`src/rtl/cache_io_pkg.sv`:
```
// Shared constants for the cache IO controller: command codes, register map and status layout.
package cache_io_pkg;

  typedef enum logic [1:0] {
    CmdNop           = 2'd0,
    CmdFlushAll      = 2'd1,
    CmdInvalidateAll = 2'd2,
    CmdFlushLine     = 2'd3
  } cmd_e;

  localparam int unsigned RegCmd     = 0;
  localparam int unsigned RegCmdAddr = 1;
  localparam int unsigned RegBase0   = 2;

  localparam int unsigned StatBusyBit  = 31;
  localparam int unsigned StatFullBit  = 30;
  localparam int unsigned StatEmptyBit = 29;

  // FIFO entry is {cmd[1:0], cmd_addr[31:0]}
  localparam int unsigned CmdEntryW = 34;

  function automatic int unsigned base_idx(input int unsigned i);
    return RegBase0 + 2 * i;
  endfunction

  function automatic int unsigned mask_idx(input int unsigned i);
    return RegBase0 + 2 * i + 1;
  endfunction

  // An all-zero byte enable means a full-word write
  function automatic logic [31:0] be_expand(input logic [3:0] be);
    logic [3:0] eff;
    eff = (be == 4'b0000) ? 4'b1111 : be;
    return {{8{eff[3]}}, {8{eff[2]}}, {8{eff[1]}}, {8{eff[0]}}};
  endfunction

endpackage

```
`src/rtl/cache_cmd_fifo.sv`:
```
// Synchronous command FIFO with occupancy count; head entry is always visible on head_data.
module cache_cmd_fifo #(
  parameter int unsigned Depth = 4,
  parameter int unsigned Width = 34
) (
  input  logic                   clk,
  input  logic                   rest,
  input  logic                   push,
  input  logic [Width-1:0]       push_data,
  input  logic                   pop,
  output logic [Width-1:0]       head_data,
  output logic [$clog2(Depth):0] count,
  output logic                   full,
  output logic                   empty
);

  localparam int unsigned PtrW = $clog2(Depth);
  localparam int unsigned CntW = PtrW + 1;

  logic [Width-1:0] mem_q [Depth];
  logic [PtrW-1:0]  wr_ptr_q, rd_ptr_q;
  logic [CntW-1:0]  count_q;
  logic             do_push, do_pop;

  assign full      = (count_q == CntW'(Depth));
  assign empty     = (count_q == '0);
  assign do_push   = push & ~full;
  assign do_pop    = pop & ~empty;
  assign count     = count_q;
  assign head_data = mem_q[rd_ptr_q];

  always_ff @(posedge clk) begin
    if (rest) begin
      wr_ptr_q <= '0;
      rd_ptr_q <= '0;
      count_q  <= '0;
    end else begin
      if (do_push) wr_ptr_q <= wr_ptr_q + PtrW'(1);
      if (do_pop)  rd_ptr_q <= rd_ptr_q + PtrW'(1);
      count_q <= count_q + CntW'(do_push) - CntW'(do_pop);
    end
  end

  // Storage needs no reset: nothing reads it while the FIFO is empty
  always_ff @(posedge clk) begin
    if (do_push) mem_q[wr_ptr_q] <= push_data;
  end

endmodule

```
`src/rtl/cache_io_ctrl.sv`:
```
// Cache IO controller: slave register file for uncached IO windows, per-channel window
// lookup, and a queued cache-maintenance command stream.
module cache_io_ctrl
  import cache_io_pkg::*;
#(
  parameter int unsigned IO_BLOCK_NUM = 4,
  parameter int unsigned LOOKUP_NUM   = 2,
  parameter int unsigned CMD_DEPTH    = 4,
  parameter int unsigned GRAN_LSB     = 10
) (
  input  logic                    clk,
  input  logic                    rest,
  input  logic [31:0]             s0_address,
  input  logic [3:0]              s0_byteEnable,
  input  logic                    s0_read,
  input  logic                    s0_write,
  input  logic [31:0]             s0_writeData,
  output logic [31:0]             s0_readData,
  output logic                    s0_waitRequest,
  output logic                    s0_readDataValid,
  input  logic [32*LOOKUP_NUM-1:0] address,
  output logic [LOOKUP_NUM-1:0]   isIOAddrBlock,
  output logic [1:0]              cmd,
  output logic [31:0]             cmd_addr,
  output logic                    cmd_valid,
  input  logic                    cmd_ready
);

  localparam int unsigned CntW = $clog2(CMD_DEPTH) + 1;
  // Bits below the window granularity are never stored; base keeps bit 0 as its enable
  localparam logic [31:0] MaskKeep = ~((32'd1 << GRAN_LSB) - 32'd1);
  localparam logic [31:0] BaseKeep = MaskKeep | 32'd1;

  logic [31:0] base_q [IO_BLOCK_NUM];
  logic [31:0] base_d [IO_BLOCK_NUM];
  logic [31:0] mask_q [IO_BLOCK_NUM];
  logic [31:0] mask_d [IO_BLOCK_NUM];
  logic [31:0] cmd_addr_q, cmd_addr_d;
  logic [LOOKUP_NUM-1:0] hit_q, hit_d;
  logic        rd_valid_q;
  logic [31:0] rd_data_q, rd_val;

  logic [5:0]  widx;
  logic [31:0] wmask, wmerged_src;
  logic        cmd_push_req, wr_acc, rd_acc, push, pop;

  logic [CmdEntryW-1:0] head;
  logic [CntW-1:0]      fifo_count;
  logic                 fifo_full, fifo_empty;

  assign widx         = s0_address[7:2];
  assign wmask        = be_expand(s0_byteEnable);
  assign wmerged_src  = s0_writeData & wmask;
  assign cmd_push_req = s0_write & (32'(widx) == RegCmd) & s0_writeData[31];

  // Full is registered, so a pop in this cycle cannot admit a stalled push
  assign s0_waitRequest = ~rest & cmd_push_req & fifo_full;
  assign wr_acc         = s0_write & ~s0_waitRequest;
  assign rd_acc         = s0_read & ~s0_write;
  assign push           = cmd_push_req & ~s0_waitRequest;
  assign pop            = cmd_valid & cmd_ready;

  cache_cmd_fifo #(
    .Depth(CMD_DEPTH),
    .Width(CmdEntryW)
  ) u_cmd_fifo (
    .clk      (clk),
    .rest     (rest),
    .push     (push),
    .push_data({s0_writeData[1:0], cmd_addr_q}),
    .pop      (pop),
    .head_data(head),
    .count    (fifo_count),
    .full     (fifo_full),
    .empty    (fifo_empty)
  );

  assign cmd_valid = ~fifo_empty;
  assign cmd       = fifo_empty ? 2'b00 : head[CmdEntryW-1:32];
  assign cmd_addr  = fifo_empty ? 32'd0 : head[31:0];

  always_comb begin
    cmd_addr_d = cmd_addr_q;
    base_d     = base_q;
    mask_d     = mask_q;
    if (wr_acc) begin
      if (32'(widx) == RegCmdAddr) cmd_addr_d = (cmd_addr_q & ~wmask) | wmerged_src;
      for (int unsigned i = 0; i < IO_BLOCK_NUM; i++) begin
        if (32'(widx) == base_idx(i)) base_d[i] = ((base_q[i] & ~wmask) | wmerged_src) & BaseKeep;
        if (32'(widx) == mask_idx(i)) mask_d[i] = ((mask_q[i] & ~wmask) | wmerged_src) & MaskKeep;
      end
    end
  end

  always_comb begin
    rd_val = '0;
    if (32'(widx) == RegCmd) begin
      rd_val[StatBusyBit]  = cmd_valid;
      rd_val[StatFullBit]  = fifo_full;
      rd_val[StatEmptyBit] = fifo_empty;
      rd_val[7:0]          = 8'(fifo_count);
    end else if (32'(widx) == RegCmdAddr) begin
      rd_val = cmd_addr_q;
    end
    for (int unsigned i = 0; i < IO_BLOCK_NUM; i++) begin
      if (32'(widx) == base_idx(i)) rd_val = base_q[i];
      if (32'(widx) == mask_idx(i)) rd_val = mask_q[i];
    end
  end

  always_comb begin
    hit_d = '0;
    for (int unsigned k = 0; k < LOOKUP_NUM; k++) begin
      for (int unsigned i = 0; i < IO_BLOCK_NUM; i++) begin
        if (base_q[i][0] && (((address[32*k +: 32] ^ base_q[i]) & mask_q[i] & MaskKeep) == '0)) begin
          hit_d[k] = 1'b1;
        end
      end
    end
  end

  always_ff @(posedge clk) begin
    if (rest) begin
      for (int unsigned i = 0; i < IO_BLOCK_NUM; i++) begin
        base_q[i] <= '0;
        mask_q[i] <= '0;
      end
      cmd_addr_q <= '0;
      hit_q      <= '0;
      rd_valid_q <= 1'b0;
      rd_data_q  <= '0;
    end else begin
      base_q     <= base_d;
      mask_q     <= mask_d;
      cmd_addr_q <= cmd_addr_d;
      hit_q      <= hit_d;
      rd_valid_q <= rd_acc;
      rd_data_q  <= rd_acc ? rd_val : 32'd0;
    end
  end

  assign isIOAddrBlock    = hit_q;
  assign s0_readDataValid = rd_valid_q;
  assign s0_readData      = rd_data_q;

endmodule

```
`config.mk`:
```
export PLATFORM = sky130hd
export DESIGN_NAME = cache_io_ctrl
export DESIGN_NICKNAME = d
export VERILOG_FILES = /design/src/rtl/cache_io_pkg.sv /design/src/rtl/cache_cmd_fifo.sv /design/src/rtl/cache_io_ctrl.sv
export SDC_FILE = /design/constraint.sdc
export NUM_CORES = 1
export LEC_CHECK = 0
export CAP_MARGIN = 20
export CORE_MARGIN = 2
export CORE_UTILIZATION = 35
export CTS_BUF_LIST = sky130_fd_sc_hd__clkbuf_4 sky130_fd_sc_hd__clkbuf_8
export DETAILED_ROUTE_END_ITERATION = 7
export PLACE_DENSITY = 0.54
export SETUP_SLACK_MARGIN = 0.4
export SLEW_MARGIN = 20
export SYNTH_ARGS = -nofsm -noshare
export SYNTH_HDL_FRONTEND = slang
export SYNTH_SLANG_ARGS = --single-unit
```
`constraint.sdc`:
```
create_clock -name clk -period 3 [get_ports clk]
set_clock_uncertainty 0.15 [all_clocks]
set_input_delay 0.6 -clock clk [delete_from_list [all_inputs] [get_ports clk]]
set_output_delay 0.6 -clock clk [all_outputs]
set_load 0.1 [all_outputs]
```
# Yosys cells after proc, flatten, opt, wreduce, memory -nomap -nowiden
# Memory sizes are Yosys's and may differ from the RTL's. A register that Yosys moved wholly into a read port is not among the register bits.
# Index checks and enable logic that the tools add are counted.
# word_totals
ff_bits	254
ram_bits	136
in_bits	137
word_cells	145
mem_count	1
# classes
addsub	4
eq_ne	10
n_mux	27
n_bitwise	53
reduce_logical	32
# memory_table
memory	depth	word_bits	rd	rd_ports_with_merged_regs	wr	line_no	text
u_cmd_fifo.mem_q	4	34	1	1	1	cache_cmd_fifo.sv:20	logic [Width-1:0] mem_q [Depth];
# op_table
op	n
AND 32 bit	18
two-way mux 32 bit	10
bitwise OR 32 bit	9
zero test 32 bit	8
XOR 32 bit	8
NOT 32 bit	1
== test 6 x 3 -> 1 bit (second input constant)	4
two-way mux 21 bit	1
AND reduction 2 bit	9
== test 6 x 2 -> 1 bit (second input constant)	2
== test 6 x 4 -> 1 bit (second input constant)	2
OR reduction 12 bit	1
AND 1 bit	10
two-way mux 1 bit	10
OR reduction 10 bit	1
logical AND 1 bit	8
two-way mux 8 bit	1
NOT 1 bit	7
== test 6 x 1 -> 1 bit (second input constant)	1
zero test 6 bit	1
two-way mux 2 bit	3
adder 2 x 1 -> 2 bit (second input constant)	2
zero test 4 bit	1
two-way mux 4 bit	1
other kinds (7)	7

# Logic depth before layout (Yosys ltp)
# Gate-level depths: netlist of the first run.
# logic_depth
depth_word	11
mapped_depth	10
mapped_depth_nobuf	9

# Hierarchy
# Synthesis of the first run repeated with hierarchy kept, for this count alone.
# unflattened
hier_cells	1842
area_unflattened_um2	18296.3
# by_module_without_submodules
module	instances	cells_each	area_per_inst_um2	seq_area_each_um2
cache_io_ctrl	1	1613	12859.8	4944.7
cache_cmd_fifo	1	229	5436.5	4264.1

# Worst setup path before layout of the first run
# No wires, ideal clock.
# synth_timing
kind	input to output
start	input s0_address[5]
end	output s0_waitRequest
t_arrival_ns	3.055
t_required_ns	2.250
path_slack_ns	-0.805
path_stages	5
path_buffers	1
cell_sequence	buf_6 -> or4_4 -> nor3_2 -> nand3_1 -> nor2b_1
# synth_between
elab_chain_len	5
# synth_rtl
element	line_no	text
start: declaration	cache_io_ctrl.sv:13	input logic [31:0] s0_address,
zero test 6 bit	cache_io_ctrl.sv:54	assign cmd_push_req = s0_write & (32'(widx) == RegCmd) & s0_writeData[31];
AND 1 bit (2 in series)	cache_io_ctrl.sv:54	
AND 1 bit (2 in series)	cache_io_ctrl.sv:57	assign s0_waitRequest = ~rest & cmd_push_req & fifo_full;
end: declaration	cache_io_ctrl.sv:19	output logic s0_waitRequest,
# Every way passes these cells.

==> flow_results.org, run 1 <==
** Timing
- Unrepaired setup endpoints after global routing :: yes
- Number of max-slew violations in the final report :: 0
- Setup Viol. Count Final :: 0
- Post-layout min period :: approximately 2900 ps
- Measured against its own limit, the worst slew margin works out to 37.1%.
- Number of hold violations in the final report :: 0
- Derived from the worst setup path, the maximum achievable clock frequency is approximately 340 MHz.
- After layout, the worst path uses 97.0% of the clock period.
- For the pin with the worst max-slew slack, the measured transition is 939 ps.

** Logic synthesis
- The cell count after synthesis came out at roughly 1.8k.
- Synth async-reset ratio :: 0%
- In this run the cell area of the synthesized design comes to about 18000 sq um.
- For this run, the register share of the synthesized area comes to between 50% and 60%.
- In this run the biggest area consumer among cell types represents 28.4% of the synthesized area.
- Synthesis produced a netlist with a net count of 1966.
- Top cells by area, synth :: sky130_fd_sc_hd__dfxtp_1, sky130_fd_sc_hd__edfxtp_1, sky130_fd_sc_hd__xor2_1, sky130_fd_sc_hd__a21oi_1, sky130_fd_sc_hd__o21ai_0
- Number of distinct library cells after synthesis :: 57
- Count of yosys warnings during synthesis :: 0
- Cell accounting for the most synthesized area :: sky130_fd_sc_hd__dfxtp_1
- The synthesized design contains between 300 and 400 register bits.
- sky130_fd_sc_hd__dfxtp_1 is the most common cell in the netlist.
- Dividing the synthesized area by the synthesized cell count gives roughly 9.9 sq um.
- Most instantiated flip-flop cell in the synthesis netlist :: sky130_fd_sc_hd__dfxtp_1
- Most used standard cells in the synthesized netlist :: sky130_fd_sc_hd__dfxtp_1, sky130_fd_sc_hd__nand2_1, sky130_fd_sc_hd__a21oi_1, sky130_fd_sc_hd__o21ai_0, sky130_fd_sc_hd__xor2_1
- Number of enable flip-flop cells after synthesis :: 136

** Power
- Maximum vdd drop :: 731 uV
- Summed over all cells, the static leakage comes to between 8 and 9 nW.
- Power density relative to cell area :: between 700 and 800 nW/um^2

** Route
- Post-route antenna net violation count :: 0
- DRT Wirelength :: between 70 and 80 mm
- Via count :: ~16k
- After detailed routing, the average wire length per cell comes to about 26 um.
- DRC violation count after routing :: 0
- Via density per instance :: 5.66
- Iteration count of the initial detailed-routing pass :: 6
- Number of design-rule violations left by the first detailed-router iteration :: around 1.6k

** Clock network
- Clock tree buffer depth :: 3
- Number of CTS-inserted buffers :: 70
- The clock tree synthesis step divided the H-tree into 3 levels.
- Register clock-pin slew on the reported worst setup and hold paths :: ~60 ps
- Clock insertion delay at the later pin of the skew report :: approximately 650 ps
- Num Clock Sinks :: roughly 390
- Buffer type at the clock tree root :: sky130_fd_sc_hd__clkbuf_8
- TritonCTS clock tree :: yes

** Placement
- Number of I/O port buffers :: 161
- Gp weighted congestion :: 1.02
- Number of instances in the placed design :: between 2k and 3k
- Detail Placement HPWL :: approximately 56 mm
- Once placement finished, the instance area stood at between 20000 and 25000 sq um.

** Setup path
- Crit Path Max Fanout :: 5
- Counting cells, the worst reg-to-reg path comes to 9.
- The setup check on the worst reg-to-reg path leaves a slack of approximately 510 ps.
- Largest stage delay on the critical path :: 520 ps
- Kind of start point of the critical path :: flop
- By instance count, the cell type seen most on the critical path is sky130_fd_sc_hd__buf_12.
- In this run the critical register-to-register path is launched from u_cmd_fifo.count[1]$_SDFF_PP0_.
- Data arrives at the worst endpoint at around 2200 ps.
- Traced cell by cell, the critical path runs through buf_6, buf_12, mux4_2, and2_4, buf_12.
- Worst r2r dst :: u_cmd_fifo.count[2]$_SDFF_PP0_
- For the worst setup path, the data required time is roughly 2300 ps.
- CP Class :: reg -> out
- The slowest stage of the critical path belongs to the cell sky130_fd_sc_hd__mux4_2.
- Category of the worst setup path capture point :: output pin

** Final layout
- For this run, the number of standard cells in the final layout without fillers is 2868.
- The post-route netlist has a little under a quarter of its cells at a drive strength greater than 1.
- Final Net Count :: between 2k and 2.5k
- Count of fill cells added during filler insertion :: 4751
- Number of antenna diodes :: 0
- Area used by multi-input combinational logic :: between 8000 and 9000 sq um
- Across the whole layout, storage elements account for 9220 sq um.
- Final standard cell utilization of the core :: 47.2%
- Relative to the synthesized area, the layout overhead comes to 33.7%.
- Summing all non-filler instances in the final layout gives an area of between 20000 and 25000 sq um.

** Worst hold path
- Path class of the lowest-slack min-delay path :: in -> reg
- Counting instances, the worst hold path has a depth of 3.
- Startpoint of the most critical hold path :: rest

** Global routing
- Total global routing track utilization :: between 20% and 30%
- Entering global routing, the biggest net connects approximately 220 pins.
- The initial antenna violation count was 0.
- The first global-routing pass estimated ~110 mm of wire.
- Overall overflow remaining after global route :: 0
- Number of global-route vias before repair :: 15.7k

** Run
- Count of max-cap constraint violations :: 0

** Floorplan
- Horizontal extent of the die :: 231 um
- The floorplan has 83 rows.
- Number of primary I/O pins :: around 210
- From bottom edge to top edge, the die measures 231 um.
- The total area inside the core boundary comes to between 50000 and 60000 sq um.
- The floorplan step defined a die boundary enclosing about 53000 sq um.
- Starting Density :: between 30% and 40%

** Status
- The flow ran to the end, and the final reports show no timing, DRC or antenna violations.
[worst max-delay path: cells and delay by family, from the launching register on]
family        cells  cell delay (ps)
mux               1              520
buf+inv           3              440
flops             1              380
simple gates      1              160
[kinds of logic (layout without fill, tap and decap cells)]
| group | after synthesis | after routing | synth area share (%) |
|---|---|---|---|
| muxes | 60 | 60 | 5.68 |
| adders and majority gates | 7 | 7 | 0.526 |
| xor gates and xnor gates | 181 | 181 | 8.78 |
| AOI/OAI and AO/OA | 603 | 603 | 19.9 |
| buffers and inverters | 135 | 501 | 3.02 |
| DFF | 392 | 392 | 51.0 |
| and+or+nand+nor | 444 | 444 | 11.1 |
[where the power goes]
part / internal [W] / leakage (nW) / switching [W]
Clock: 0.00310 / 0.807 / 0.00230
Combinational: 0.00283 / 4.78 / 0.00431
Sequential: 0.00552 / 3.33 / 0.0000617
[repair_timing]
item,4_1_cts,5_1_grt
endpoints found under the setup margin,46,52
hold buffers,1,0
resized for setup,64,13
pin swaps,29,4
buffers inserted,5,1
gates cloned,6,0
endpoints found under the hold margin,6,0
[area by class of cell]
cell class | instances | area share, %
Clock buffer | 106 | 5.50
Clock inverter | 18 | 0.777
Inverter | 10 | 0.155
Multi-Input combinational cell | 1295 | 35.1
Sequential cell | 392 | 38.2
Tap cell | 680 | 3.52
Timing Repair Buffer | 367 | 16.8
[worst max-delay path by stage]
| stage | from | slack [ps] | depth (start not counted) | to |
|---|---|---|---|---|
| floorplan | s0_address[5] | 140 | 5 | s0_waitRequest |
| global placement | s0_address[4] | -350 | 9 | flop |
| detailed placement | s0_address[4] | -400 | 9 | flop |
| CTS | flop | 9 | 5 | cmd_addr[23] |
| global route | flop | 40 | 5 | cmd_addr[27] |
| finish | flop | 90 | 5 | cmd_addr[23] |
[placed cells by master (no fill, tap or decap), drive strengths merged, types with 2 or more instances in the layout]
cell type,synthesis,routed
buf,41,281
dfxtp,256,256
nand2,243,243
a21oi,224,224
o21ai,198,198
xor2,177,177
edfxtp,136,136
clkbuf,84,106
clkdlybuf4s50,0,85
nor2,75,75
a22oi,72,72
and2,51,51
a221oi,39,39
mux4,34,34
mux2i,26,26
nand3,21,21
o22ai,20,20
a222oi,19,19
a22o,19,19
nor3,18,18
inv,9,14
nand4,13,13
clkinv,1,10
ha,6,6
nor2b,5,5
xnor2,4,4
and3,3,3
o31ai,3,3
a31oi,3,3
bufinv,0,3
or3,3,3
nor4,3,3
nand3b,2,2
o22a,2,2
or4,2,2
nor4b,2,2
[metal layers]
metal	wire length, um	vias up	track usage, %
met1	31400	7932	36.4
met2	35000	845	45.4
li1	-	7288	-
met5	0	-	0
met4	3160	0	11.9
met3	5520	165	4.45
[per-stage QoR]
stage | power [W] | worst slack (ps) | hold slack, ps | setup TNS [ps]
after global routing | 0.0187 | 38.6 | 253 | 0
final | 0.0181 | 91.0 | 250 | 0
after CTS | 0.0183 | 9.45 | 299 | 0
after floorplan | 0.00964 | 137 | 304 | 0
after detailed placement | 0.0122 | -401 | 360 | -55940
after global placement | 0.0121 | -346 | 354 | -42630
Note: power is estimated with default switching activity, not from simulation.
==> run 2, diff against run 1 <==
--- a/config.mk
+++ b/config.mk
@@ -6,11 +6,12 @@
 export NUM_CORES = 1
 export LEC_CHECK = 0
 export CAP_MARGIN = 20
+export CORE_ASPECT_RATIO = 0.9
 export CORE_MARGIN = 2
-export CORE_UTILIZATION = 35
+export CORE_UTILIZATION = 40
 export CTS_BUF_LIST = sky130_fd_sc_hd__clkbuf_4 sky130_fd_sc_hd__clkbuf_8
 export DETAILED_ROUTE_END_ITERATION = 7
-export PLACE_DENSITY = 0.54
+export PLACE_DENSITY = 0.6
 export SETUP_SLACK_MARGIN = 0.4
 export SLEW_MARGIN = 20
 export SYNTH_ARGS = -nofsm -noshare
==> run 2 against run 1 <==
  * The flow now finishes with violations (DRC)
  * First-iteration DRC count is 35% higher
  * Clock-buffer cell count is 10 lower
  * Critical path depth down 1
  * Register-to-register slack hardly changed
  * Largest cell class unchanged
==> flow_results.org, run 2 (synthesis gave the netlist of run 1 again) <==
** Status
- Run status :: finished, violations left
- Violated checks :: DRC

** Timing
- Transition at the pin with the smallest max-transition slack :: between 800 and 900 ps
- Once routing completed, OpenROAD measured the worst setup slack at 57.4 ps.
- Setup Viol. Count Final :: 0
- Hold slack final :: between 200 and 250 ps
- The number of pins exceeding their max-slew limit in the final report is 0.
- Measured against its own limit, the worst slew margin works out to 42.0%.
- Setup repair after global routing could not meet its margin everywhere.
- Post-layout min period :: 2940 ps
- Post-route clock period utilization :: between 90% and 100%
- Number of hold violations in the final report :: 0
- Based on the critical path, the design can be clocked at up to 340 MHz.

** Setup path
- STA classifies the critical path endpoint as an output pin.
- The worst setup path is launched from a flop.
- Reg-to-Reg Start :: u_cmd_fifo.count[1]$_SDFF_PP0_
- The number of cells on the worst reg-to-reg path is 9.
- The worst setup path is of the reg -> out kind.
- Crit path arrival time :: around 2200 ps
- At the worst endpoint, the required time is between 2000 and 2500 ps.
- Of all nets on the critical path, the largest fanout is 8.
- The worst register-to-register path ends at u_cmd_fifo.count[2]$_SDFF_PP0_.
- In this run the register-to-register setup slack is about 500 ps.

** Placement
- Number of I/O port buffers :: 161
- At the end of routability-driven placement, the weighted congestion stood at between 0.9 and 1.
- Detail Placement HPWL :: about 54 mm
- Worst setup slack before clock tree synthesis :: -195 ps

** Final layout
- At the end of the flow the core is filled with cells to between 50% and 60%.
- Leaving out fill and tap cells, the most frequent cell in the layout is sky130_fd_sc_hd__dfxtp_1.
- Number of antenna diodes :: 0
- In the final layout, the share of cells above drive strength 1 is between 20% and 30%.
- Area delta synth->final :: 31.3%
- In the layout the commonest cells are sky130_fd_sc_hd__dfxtp_1, sky130_fd_sc_hd__nand2_1, sky130_fd_sc_hd__a21oi_1.
- Final Net Count :: approximately 2.3k

** Global routing
- The initial antenna violation count was 3.
- Number of global-route vias before repair :: 15.5k
- The first global-routing pass estimated 104 mm of wire.
- Maximum number of pins on one net before global-route repair :: between 200 and 250
- Total global routing track utilization :: 30.2%
- Overall overflow remaining after global route :: 0

** Floorplan
- CORE AREA :: approximately 44000 sq um
- Total die area :: around 47000 sq um
- Floorplan die height :: ~210 um
- Horizontal extent of the die :: 228 um
- Num rows :: 73
- between 200 and 250 I/O pins were placed.
- Starting Density :: 40.7%

** Route
- DRT Wirelength :: just over 70 mm
- WL met3 :: 5.83 mm
- Routed met1 length :: roughly 31 mm
- Via density per instance :: a little under 6
- For this run, design rule violations remaining after detail routing come to 6.
- The routed layout has ~16k vias.
- Number of design-rule violations left by the first detailed-router iteration :: ~2.2k
- Once detail routing completed, the nets flagged for antenna violations numbered 0.
- Iteration count of the initial detailed-routing pass :: 8
- After detailed routing, the met2 layer carries roughly 32 mm of wire.
- In the final routed layout, each cell accounts on average for 25.9 um.
- Top layer reached by signal wires :: met5

** Clock network
- In this run, CTS created clock tree buffers numbering 67.
- The H-tree was split into 3 levels.
- Clock insertion delay at the later pin of the skew report :: about 690 ps
- The tree is rooted in a sky130_fd_sc_hd__clkbuf_8.
- Register clock-pin slew on the reported worst setup and hold paths :: approximately 60 ps
- TritonCTS clock tree :: yes
- Hold Buf Count CTS :: 0
- Num Clock Sinks :: ~390
- The clock passes through at most 3 buffers.

** Worst hold path
- The tightest min-delay check is of the in -> reg type.
- Startpoint of the most critical hold path :: rest
- Number of stages on the worst hold path :: 3

** Run
- Count of max-cap constraint violations :: 0

** Power
- Lkg Pwr :: around 8.8 nW
- Power density relative to cell area :: between 700 and 800 nW/um^2
- IR analysis of the VDD net gives a maximum drop of approximately 800 uV.
-- run 2: changes by cell type in the layout (fill, tap and decap cells not counted), sizes merged, moves of 2 or more --
cell      previous run  this run
clkbuf             106       101
clkinvlp             1         5
buf                281       264
inv                 14        12
clkinv              10        15
-- run 2: final cells by class --
| type | count | area, sq um |
|---|---|---|
| timing repair buffer | 354 | 3770 |
| sequential | 392 | 9220 |
| clock buffer | 96 | 1210 |
| clock inverter | 25 | 245 |
| tap | 600 | 751 |
| inverter | 10 | 37.5 |
| fill | 3985 | 20700 |
| multi-input combinational | 1295 | 8480 |
-- run 2: timing repair --
item                       in CTS  in global routing
cloned                          2                  2
gates resized for setup        19                 43
pin swaps                       3                  4
setup buffers                   2                  1
setup endpoints to repair      36                 42
-- run 2: worst max path at each step --
stage / from / to / slack (ps) / depth (start not counted)
finish: flop / cmd_addr[31] / 60 / 4
global route: flop / cmd_addr[31] / -20 / 4
floorplan: s0_address[5] / s0_waitRequest / 140 / 5
detailed placement: s0_address[7] / flop / -190 / 10
global placement: s0_address[6] / s0_readData[29]$_SDFF_PP0_ / -210 / 7
CTS: flop / cmd_addr[6] / 5 / 4
-- run 2: through the flow --
stage               instances  setup TNS, ps  power (W)  area (sq um)
floorplan                1822              0    0.00964         18200
global placement         2643         -29170     0.0121         22000
detailed placement       2643         -36870     0.0121         22000
CTS                      2768              0     0.0175         23600
global route             2772          -16.4     0.0182         23700
finish                   2772              0     0.0177         23700
-- run 2: power by group --
part,total (W),switching [W],leakage [nW],internal (W)
clock network,0.00523,0.00232,0.759,0.00291
logic,0.00685,0.00420,4.67,0.00265
registers,0.00560,0.0000802,3.33,0.00552
-- run 2: per-layer routing --
metal | up-vias | global-route usage [%]
met1 | 7890 | 41.7
li1 | 7258 | -
met2 | 883 | 47.2
met5 | - | 0
met3 | 159 | 5.54
met4 | 2 | 12.1
-- run 2: critical path: stages, from the launching register on --
cell,delay [ps]
sky130_fd_sc_hd__dfxtp_4,460
sky130_fd_sc_hd__clkbuf_16,220
sky130_fd_sc_hd__mux4_2,510
sky130_fd_sc_hd__and2_4,180
sky130_fd_sc_hd__buf_12,160
==> run 3, diff against run 2 <==
--- a/config.mk
+++ b/config.mk
@@ -5,6 +5,7 @@
 export SDC_FILE = /design/constraint.sdc
 export NUM_CORES = 1
 export LEC_CHECK = 0
+export ABC_AREA = 1
 export CAP_MARGIN = 20
 export CORE_ASPECT_RATIO = 0.9
 export CORE_MARGIN = 2
==> run 3 against run 2 <==
  * The run now ends clean
  * Sequential power about the same
  * Worst hold slack worse by 35 ps
  * Utilization down 1.1 points
  * Combinational power is 4.1% lower
  * Critical path depth is 3 higher
  * Register-to-register slack improved by 20 ps
  * Total power is 3.0% lower
  * First-iteration DRC count fell by 17%
  * Sequential share of layout area decreased by 1.8 points
  * Clock power down 4.4%
  * Via count grew 16%
  * Clock-buffer cell count is 12 higher
  * Largest cell class unchanged
  * Highest routed layer is now met4
==> flow_results.org, run 3 <==
** Status
- Run status :: completed

** Placement
- The wire-length estimate of the detail-placed layout is approximately 48 mm.
- Routability-driven placement finished with a final weighted congestion of ~0.96.
- Once placement completed, the tool counted placed cells totaling between 3k and 4k.
- Before CTS, the worst setup slack after placement is -19.3 ps.
- Input and output buffers added on the ports amount to 161.
- The placed instances occupy a cell area of ~23000 sq um.

** Clock network
- Number of CTS-inserted buffers :: 68
- Buffer type at the clock tree root :: sky130_fd_sc_hd__clkbuf_8
- After clock tree synthesis, the clock-pin slew on the worst setup and hold paths is 60 ps.
- Total number of H-tree levels :: 3
- The clock net in this run drives a total of just under 400 sinks.
- Clock tree buffer depth :: 3
- TritonCTS clock tree :: yes
- Clock insertion delay at the later pin of the skew report :: approximately 650 ps

** Timing
- For the pin with the worst max-slew slack, the measured transition is between 1000 and 1500 ps.
- Number of hold violations in the final report :: 0
- Setup violations remaining at the end of the flow were counted as 0.
- Upper clock frequency limit :: between 300 and 400 MHz
- Across all setup checks in the final design, the least slack found is 182 ps.
- Setup repair after global routing could not meet its margin everywhere.
- In this run the tightest slew margin relative to its limit is 22.8%.
- Post-route clock period utilization :: approximately 94%
- Across all hold checks on the routed design, the worst slack comes to roughly 210 ps.
- The smallest clock period supported by the final layout is computed as 2820 ps.
- Number of max-slew violations in the final report :: 0

** Setup path
- For the worst setup path, the data arrival time is 2070 ps.
- The kind of cell with the highest combined delay along the critical path is buffers and inverters.
- Most used cell, CP :: sky130_fd_sc_hd__nor2_1
- For the worst setup path, the data required time is 2250 ps.
- CP Class :: reg -> out
- Along the worst path, the maximum fanout reaches 6.
- Category of the worst setup path capture point :: output pin
- Slowest-stage cell, CP :: sky130_fd_sc_hd__dfxtp_4
- Counting both buffers and inverters, the worst setup path holds a total of 3.
- For this run, the slowest stage of the critical path takes roughly 430 ps.
- Kind of start point of the critical path :: flop
- The signal on the critical path passes through buf_8, clkbuf_16, nor2_1, nor2_1, o21ai_2, a21oi_4, buf_12.

** Logic synthesis
- Number of distinct library cells after synthesis :: 30
- By instance count, the leading cell after synthesis is sky130_fd_sc_hd__nand2_1.
- Yosys mapped a number of flops with a built-in enable equal to 136.
- Cell accounting for the most synthesized area :: sky130_fd_sc_hd__dfxtp_1
- Top cells by area, synth :: sky130_fd_sc_hd__dfxtp_1, sky130_fd_sc_hd__edfxtp_1, sky130_fd_sc_hd__nand2_1, sky130_fd_sc_hd__a21oi_1, sky130_fd_sc_hd__o21ai_0
- After synthesis, the mean cell area works out to 7.41 sq um.
- Summed over its instances, the top area cell type makes up 26.7% of the synthesized netlist area.
- Area of the mapped netlist :: approximately 19000 sq um
- Most instantiated flip-flop cell in the synthesis netlist :: sky130_fd_sc_hd__dfxtp_1
- The number of nets in the synthesized netlist is about 2.7k.
- Number of instances in the synthesized netlist :: between 2k and 3k
- Count of yosys warnings during synthesis :: 0
- Sequential cells were found to cover around half of the synthesized design area.
- #FFs+latches synth :: approximately 400
- Counting instances in the post-synthesis netlist gives the leading cell types as sky130_fd_sc_hd__nand2_1, sky130_fd_sc_hd__inv_1, sky130_fd_sc_hd__a21oi_1, sky130_fd_sc_hd__nor2_1, sky130_fd_sc_hd__o21ai_0.
- Synth async-reset ratio :: 0%

** Route
- The first detailed-routing pass ran for 5 iterations.
- In the routed layout, each cell is associated on average with a via count of around 5.4.
- Dividing the detail-routed wire length by the instance count gives a little over 20 um.
- Via count :: approximately 19k
- The detail route stage leaves a number of antenna-violating nets equal to 0.
- After detailed routing, the number of remaining DRC violations is 0.
- For this block, the routed nets add up to just over 70 mm of wire.
- In this run, the number of DRC markers left after iteration 0 of detailed routing was between 1.5k and 2k.

** Global routing
- Total global routing track utilization :: between 20 and 30%
- For this run the aggregate overflow at the end of global routing stands at 0.
- Maximum number of pins on one net before global-route repair :: ~220
- Global-route wire length before repair :: between 100 and 150 mm
- Initial antenna violation count :: 1
- Number of global-route vias before repair :: roughly 17k

** Run
- The tool flagged a number of max-cap violations equal to 0.

** Final layout
- Final Net Count :: 2966
- Leaving out fill and tap cells, the most frequent cell in the layout is sky130_fd_sc_hd__nand2_1.
- Highest-count cells in the layout ignoring fill and taps :: sky130_fd_sc_hd__nand2_1, sky130_fd_sc_hd__inv_1, sky130_fd_sc_hd__a21oi_1
- Of the cells placed in the final design, the portion with a size suffix greater than 1 is approximately 17%.
- Final Instance Area :: about 25000 sq um
- Area delta synth->final :: 29.9%
- Leaving out filler cells and counting taps, the final layout contains roughly 3.5k.

** Floorplan
- The total area inside the core boundary comes to roughly 48000 sq um.
- Num rows :: 76
- Number of primary I/O pins :: 208
- The die is around 230 um wide.
- The initial utilization of the core area, before any placement, comes to 40.3%.
- From bottom edge to top edge, the die measures 212 um.
- The die covers between 40000 and 50000 sq um.

** Power
- Power spread over the standard cell area amounts to between 600 and 700 nW/um^2.
- VDD sags by at most 563 uV.
- Sum of internal, switching and leakage power :: roughly 0.017 W
- Lkg Pwr :: around 9.6 nW

** Worst hold path
- The min-delay analysis places its worst path in the category in -> reg.
[run 3: metal layers]
metal  share of wire (%)  track usage [%]  vias up
li1                    -                -     9025
met1                  43             37.3     8866
met2                  46             44.2      788
met3                 7.4             4.73      169
met4                 3.7             10.9        0
met5                   0                0        -
[run 3: cell families after synthesis]
| group | share of synthesized area, % |
|---|---|
| AOI/OAI and AO/OA | 16.9 |
| xor gates and xnor gates | 0.0914 |
| adders and majority gates | 0.496 |
| buffers and inverters | 9.13 |
| DFF | 48.0 |
| and+or+nand+nor | 25.3 |
[run 3: area by class of cell]
type                    instances  area (sq um)
diodes                          1          2.50
fillers                      4520         22700
inverters                     327          1250
repair buffers                267          3220
multi-input cells            1766          9050
well taps                     624           781
clock buffers                 108          1290
clock inverters                14          76.3
flip-flops and latches        392          9220
[run 3: what timing repair did]
action / 4_1_cts / 5_1_grt
hold buffers: 0 / 0
hold endpoints to repair: 0 / 0
resized for setup: 150 / 74
buffers inserted: 10 / 4
gates cloned: 6 / 7
pin swaps: 19 / 40
setup endpoints to repair: 35 / 36
[run 3: worst reg2reg max path, cell delays in order (launching register included)]
cell                         delay, ps
sky130_fd_sc_hd__dfxtp_4           360
sky130_fd_sc_hd__nor3_4            220
sky130_fd_sc_hd__buf_12            160
sky130_fd_sc_hd__buf_6             100
sky130_fd_sc_hd__clkinvlp_4        120
sky130_fd_sc_hd__nand2_1           120
sky130_fd_sc_hd__inv_2              70
sky130_fd_sc_hd__ha_4              260
sky130_fd_sc_hd__inv_1              30
sky130_fd_sc_hd__ha_2              170
sky130_fd_sc_hd__fa_2              520
sky130_fd_sc_hd__inv_1              50
sky130_fd_sc_hd__nor2_1             90
[run 3: final timing paths]
check | startpoint | end | slack, ps | cells past startpoint
hold / removal | s0_write | s0_readDataValid$_SDFF_PP0_ | 210 | 4
hold reg to reg | u_cmd_fifo.rd_ptr_q[1]$_SDFFE_PP0P_ | flop | 310 | 2
setup reg to reg | u_cmd_fifo.count[1]$_SDFF_PP0_ | u_cmd_fifo.count[1]$_SDFF_PP0_ | 520 | 12
setup / recovery | flop | cmd_addr[28] | 180 | 7
[run 3: power by group]
group | internal [W] | leakage [nW] | switching, W
Combinational | 0.00237 | 5.58 | 0.00419
Sequential | 0.00552 | 3.32 | 0.0000672
Clock | 0.00273 | 0.733 | 0.00227
[run 3: through the flow]
stage	utilization [%]	setup TNS, ps
global route	52.4	0
floorplan	-	0
detailed placement	47.4	-26.7
finish	52.4	0
global placement	47.4	0
CTS	51.4	0
